$ cat config.mk
export PLATFORM = sky130hd
export DESIGN_NAME = pc_fetch_unit_flat
export DESIGN_NICKNAME = d
export VERILOG_FILES = /design/src/rtl/cpu_pkg.sv /design/src/rtl/pc_fetch_unit_if.sv /design/src/rtl/pc_fetch_unit.sv /design/src/flat_wrapper.sv
export SDC_FILE = /design/constraint.sdc
export NUM_CORES = 1
export LEC_CHECK = 0
export CAP_MARGIN = 10
export CORE_MARGIN = 2
export CORE_UTILIZATION = 63
export DETAILED_ROUTE_END_ITERATION = 8
export DONT_BUFFER_PORTS = 1
export PLACE_DENSITY = 0.79
export RECOVER_POWER = 100
export SLEW_MARGIN = 20
export SYNTH_ARGS = -nofsm -noshare
export SYNTH_HDL_FRONTEND = slang
export SYNTH_SLANG_ARGS = --single-unit
$ cat constraint.sdc
create_clock -name clk -period 2.4 [get_ports clk]
set_input_delay 0.48 -clock clk [delete_from_list [all_inputs] [get_ports clk]]
set_output_delay 0.48 -clock clk [all_outputs]
set_load 0.02 [all_outputs]
$ cat src/rtl/cpu_pkg.sv
// Shared definitions for the fetch front end of the MIPS core.
//   fetch_state_t : fetch sequencer state encoding
//   RESET_PC_DEF  : default reset PC (MARS text segment base)
//   INSTR_BYTES   : instruction size in bytes, the PC increment
package cpu_pkg;

   typedef enum logic [1:0] {
      BOOT = 2'd0,
      REQ  = 2'd1,
      WAIT = 2'd2,
      EXEC = 2'd3
   } fetch_state_t;

   localparam logic [31:0] RESET_PC_DEF = 32'h0040_0000;
   localparam int          INSTR_BYTES  = 4;

endpackage

$ cat src/rtl/pc_fetch_unit_if.sv
// Instruction-memory request/response bus.
//   imem_req    : request valid (fetch unit -> memory)
//   imem_addr   : request byte address (fetch unit -> memory)
//   imem_ready  : memory accepts the request this cycle
//   imem_rvalid : imem_rdata carries the fetched word this cycle
//   imem_rdata  : fetched instruction word
// master = fetch unit, slave = instruction memory.
interface pc_fetch_unit_if;

   logic        imem_req;
   logic [31:0] imem_addr;
   logic        imem_ready;
   logic        imem_rvalid;
   logic [31:0] imem_rdata;

   modport master (
      output imem_req, imem_addr,
      input  imem_ready, imem_rvalid, imem_rdata
   );

   modport slave (
      input  imem_req, imem_addr,
      output imem_ready, imem_rvalid, imem_rdata
   );

endinterface

$ cat src/rtl/pc_fetch_unit.sv
// Program counter and instruction-fetch sequencer.
// Latches the selected next PC, requests the instruction at that PC and
// holds the fetched word for decode until the core lets it retire.
//   clk, rst     : clock, synchronous active-high reset
//   pc_next      : next PC from the PC-select mux (sampled on retire only)
//   stall        : hold the current instruction while in EXEC
//   imem         : instruction-memory bus (master side)
//   pc, npc      : current PC and pc + 4
//   instr        : fetched instruction word
//   instr_valid  : instr is valid for decode/execute
//   misalign_err : sticky, a misaligned pc_next was loaded
//   retired_cnt  : instructions retired since reset (wraps)
module pc_fetch_unit
   import cpu_pkg::*;
#(
   parameter logic [31:0] RESET_PC = RESET_PC_DEF,
   parameter int          CNT_W    = 32
) (
   input  logic                 clk,
   input  logic                 rst,
   input  logic [31:0]          pc_next,
   input  logic                 stall,
   pc_fetch_unit_if.master      imem,
   output logic [31:0]          pc,
   output logic [31:0]          npc,
   output logic [31:0]          instr,
   output logic                 instr_valid,
   output logic                 misalign_err,
   output logic [CNT_W-1:0]     retired_cnt
);

   fetch_state_t state, state_nxt;
   logic         capture;   // load instr from the memory response
   logic         advance;   // retire current instruction, load next PC

   // State register
   always_ff @(posedge clk) begin
      if (rst) state <= BOOT;
      else     state <= state_nxt;
   end

   // Next-state logic
   always_comb begin
      state_nxt = state;
      case (state)
         BOOT: state_nxt = REQ;
         // Zero-wait memory returns data in the accept cycle: skip WAIT.
         REQ:  if (imem.imem_ready) state_nxt = imem.imem_rvalid ? EXEC : WAIT;
         WAIT: if (imem.imem_rvalid) state_nxt = EXEC;
         EXEC: if (!stall) state_nxt = REQ;
         default: state_nxt = BOOT;
      endcase
   end

   // Output / control decode; rvalid is only honoured where a request
   // is actually in flight.
   always_comb begin
      imem.imem_req = 1'b0;
      capture       = 1'b0;
      advance       = 1'b0;
      case (state)
         REQ: begin
            imem.imem_req = 1'b1;
            capture       = imem.imem_ready & imem.imem_rvalid;
         end
         WAIT:    capture = imem.imem_rvalid;
         EXEC:    advance = ~stall;
         default: ;
      endcase
   end

   assign imem.imem_addr = pc;
   assign npc            = pc + 32'(INSTR_BYTES);

   // Datapath: PC, instruction latch, sticky error, retire counter
   always_ff @(posedge clk) begin
      if (rst) begin
         pc           <= RESET_PC;
         instr        <= 32'h0;
         instr_valid  <= 1'b0;
         misalign_err <= 1'b0;
         retired_cnt  <= '0;
      end else begin
         if (capture) begin
            instr       <= imem.imem_rdata;
            instr_valid <= 1'b1;
         end
         if (advance) begin
            // Low bits dropped so the fetch address is always word aligned.
            pc          <= {pc_next[31:2], 2'b00};
            instr_valid <= 1'b0;
            retired_cnt <= retired_cnt + CNT_W'(1);
            if (pc_next[1:0] != 2'b00) misalign_err <= 1'b1;
         end
      end
   end

endmodule

$ cat src/flat_wrapper.sv
// flat-port wrapper written by rule: the top's interface ports become plain ports
module pc_fetch_unit_flat import cpu_pkg::*;
#(
   parameter logic [31:0] RESET_PC = RESET_PC_DEF,
   parameter int          CNT_W    = 32
)
  (clk, rst, pc_next, stall, pc, npc, instr, instr_valid, misalign_err, retired_cnt, imem_imem_req, imem_imem_addr, imem_imem_ready, imem_imem_rvalid, imem_imem_rdata);
  pc_fetch_unit_if imem_i ();
  input  logic clk;
  input  logic rst;
  input  logic [31:0] pc_next;
  input  logic stall;
  output logic [31:0] pc;
  output logic [31:0] npc;
  output logic [31:0] instr;
  output logic instr_valid;
  output logic misalign_err;
  output logic [CNT_W-1:0] retired_cnt;
  output wire logic [$bits(imem_i.imem_req)-1:0] imem_imem_req;
  output wire logic [$bits(imem_i.imem_addr)-1:0] imem_imem_addr;
  input wire logic [$bits(imem_i.imem_ready)-1:0] imem_imem_ready;
  input wire logic [$bits(imem_i.imem_rvalid)-1:0] imem_imem_rvalid;
  input wire logic [$bits(imem_i.imem_rdata)-1:0] imem_imem_rdata;
  assign imem_imem_req = imem_i.imem_req;
  assign imem_imem_addr = imem_i.imem_addr;
  assign imem_i.imem_ready = imem_imem_ready;
  assign imem_i.imem_rvalid = imem_imem_rvalid;
  assign imem_i.imem_rdata = imem_imem_rdata;
  pc_fetch_unit #(.RESET_PC(RESET_PC), .CNT_W(CNT_W)) u_core (.clk(clk), .rst(rst), .pc_next(pc_next), .stall(stall), .imem(imem_i), .pc(pc), .npc(npc), .instr(instr), .instr_valid(instr_valid), .misalign_err(misalign_err), .retired_cnt(retired_cnt));
endmodule
==> flow_metrics.tcl, run 1 <==
set metrics [dict create \
    antennaDiodeCount 0 \
    layout_setup_ws_ns -0.157 \
    slew_viol_final 0 \
    netlist_area_um2 4720 \
    dieWidth_um 90.5 \
    use_met2_pct 52.2 \
    rsz0062_at_grt "true" \
    min_to "u_core.instr[10]" \
    r2r_end "u_core.retired_cnt[31]" \
    grt_pass1_wl_um 19600 \
    min_from "rst" \
    fmax_ghz 0.391 \
    avgSynthCellArea_um2 7.96 \
    synth_edf_count 0 \
    busiest_layer "met2" \
    synth_area_leaders "dfxtp_1 42%, nand2_1 11%, a21oi_1 8.8%" \
    die-area_um2 8200 \
    crit_arrival_ns 2.08 \
    slew_headroom_pct 55.2 \
    wl_um 13400 \
    yosys.cell_types.count 40 \
    ir_drop_mv 0.656 \
    synth_most_common_cell "nand2_1" \
    grt_max_degree 101 \
    overflow 0 \
    worst_pin_slew_ns 0.669 \
    violations "setup timing" \
    ys_seq_area_share_pct 41.6 \
    fin_skew_ns 0.0152 \
    antenna_left 0 \
    setup-violations-final 10 \
    final_util_pct 76.9 \
    ys.flop_type "dfxtp_1" \
    min_path_type "input pin to flop" \
    status "complete, but fails checks" \
    p_leak_nw 2.08 \
    path_max_fanout 5 \
    area_delta_synth_final_pct 18.3 \
    cts_hold_buf 0 \
    power.total_mw 3.70 \
    drc_errors 0 \
    first_iter_violations 255 \
    cts_root_buf "clkbuf_8" \
    wire_per_inst_um 18.4 \
    r2r_setup_slack_ns 0.16 \
    cp-start-kind "flop" \
    cts_buffers 9 \
    path_class "flop to output pin" \
    final_cells 724 \
    num_rows 31 \
    finalCriticalPeriod_ns 2.56 \
    grt_use_total_pct 28.9 \
    path_clk_slew_ns 0.10 \
    clk_latency_ns 0.34 \
    synth-seq-cells 98 \
    coreArea_um2 7250 \
    antenna_found_initial 0 \
    vias_per_cell 6.09 \
    dp_hpwl_um 8820 \
    tritoncts "done" \
    grt_pass1_vias 4092 \
    first_pass_iters 5 \
    clock_path_buffers 2 \
    ys_async_sr_fraction_pct 0 \
    fin_setup_tns_ns -0.822 \
    critPathCaptureType "output pin" \
    place_inst 697 \
    clock_sinks 98 \
    start_util_pct 65.1 \
    routabilityCongestion 0.856 \
    drive_above_1_share_pct 23.5 \
    yosys.area.top_type "dfxtp_1" \
    finalInstanceArea_um2 5580 \
    htreeDepth 3 \
    num_vias 4410 \
    io_buffers 0 \
    gr-usage-met1_pct 32.6 \
    finalCritPeriodShare_pct 107 \
    met3_usage_pct 7.43 \
    placed_area_um2 4990 \
    netlist.area_leader.share_pct 41.6 \
    min_path_cells 1 \
    timing.rr.start "u_core.state[0]" \
    ys.warnings.count 0 \
    synth_common_cells "142 x nand2_1, 98 x dfxtp_1, 83 x a21oi_1" \
    reg2reg_depth 5 \
    synth_cells 593 \
    hold_viol 0 \
    io_pins 232 \
    crit_required_ns 1.92 \
    pwr_density_cell_nw_per_um2 664 \
    nets 694 \
    maxCapViolations 0 \
    die_h_um 90.5 \
]
## per-layer routing
metal / wire [um] / vias up
met1: 4870 / 2077
met2: 6950 / 256
li1: - / 2043
met3: 1100 / 34
met4: 437 / 0
met5: 0 / -
## sequential cells by signal (all words and copies together) (netlist names)
name                   flops
u_core.state               2
u_core.retired_cnt        32
u_core.misalign_err        1
u_core.instr_valid         1
u_core.imem.imem_addr     30
u_core.instr              32
## layout make-up
type | count | area [um2]
Multi-Input combinational cell | 415 | 2500
Sequential cell | 98 | 2000
Fill cell | 492 | 1670
Inverter | 14 | 52.6
Tap cell | 99 | 124
Clock inverter | 7 | 85.1
Clock buffer | 9 | 124
Timing Repair Buffer | 82 | 699
## repair_timing
item | 4_1_cts | 5_1_grt
gates resized for setup | 19 | 55
pin swaps | 6 | 21
setup endpoints to repair | 18 | 18
setup buffers | 1 | 10
## logic make-up after synthesis
logic type / synth area share (%)
buf+inv: 9.86
compound gates: 12.5
other cells: 0.0795
simple gates: 26.9
mux: 0.716
xor+xnor: 7.05
fa+ha+maj: 1.33
flops: 41.6
## worst max-delay path by stage
stage / from / end / slack (ns) / depth (start not counted)
global route: u_core.imem.imem_addr[18] / npc[27] / -0.25 / 5
finish: u_core.imem.imem_addr[18] / npc[27] / -0.16 / 5
CTS: u_core.imem.imem_addr[4] / npc[23] / -0.09 / 5
global placement: u_core.imem.imem_addr[12] / npc[23] / 0.11 / 5
detailed placement: u_core.imem.imem_addr[12] / npc[23] / 0.07 / 5
floorplan: u_core.imem.imem_addr[5] / npc[23] / 0.008 / 4
## critical path, stage by stage (launching register included)
cell and delay (ns):
dfxtp_2 0.38, nand4_1 0.20, nor4_4 0.44, nand4_1 0.28, xnor2_2 0.26, buf_4 0.17
## per-stage QoR
step / hold slack (ns) / worst slack (ns)
detailed placement: 0.457 / 0.0742
global route: 0.163 / -0.251
finish: 0.195 / -0.157
floorplan: 0.482 / 0.00783
global placement: 0.440 / 0.106
CTS: 0.174 / -0.0878
## layout by cell type, fill, tap and decap left out, types with 4 or more instances in the layout
cell / synthesis / routed
a21oi_1: 83 / 83
and3_1: 4 / 4
and4_1: 9 / 7
buf_12: 0 / 4
buf_4: 37 / 69
buf_6: 0 / 9
clkbuf_8: 0 / 9
conb_1: 1 / 6
dfxtp_1: 98 / 83
dfxtp_2: 0 / 9
dfxtp_4: 0 / 6
ha_1: 5 / 4
inv_1: 14 / 13
nand2_1: 142 / 140
nand3_1: 24 / 19
nand3_2: 1 / 4
nand4_1: 15 / 15
nor2_1: 17 / 17
o21ai_0: 4 / 4
o31ai_1: 16 / 16
or4_1: 16 / 16
xnor2_1: 23 / 17
xnor2_2: 0 / 6
xor2_1: 15 / 15
## where the power goes
part	internal (mW)	switching, mW	leakage (nW)
Clock	0.503	0.602	0.0999
Combinational	0.248	0.460	1.18
Sequential	1.73	0.158	0.801
Note: power is estimated with default switching activity, not from simulation.
==> run 2: changes to the inputs <==
- CAP_MARGIN: 10 -> 15
==> results of run 2 <==
Same layout as run 1: the final DEF is identical, and so are final timing and power.
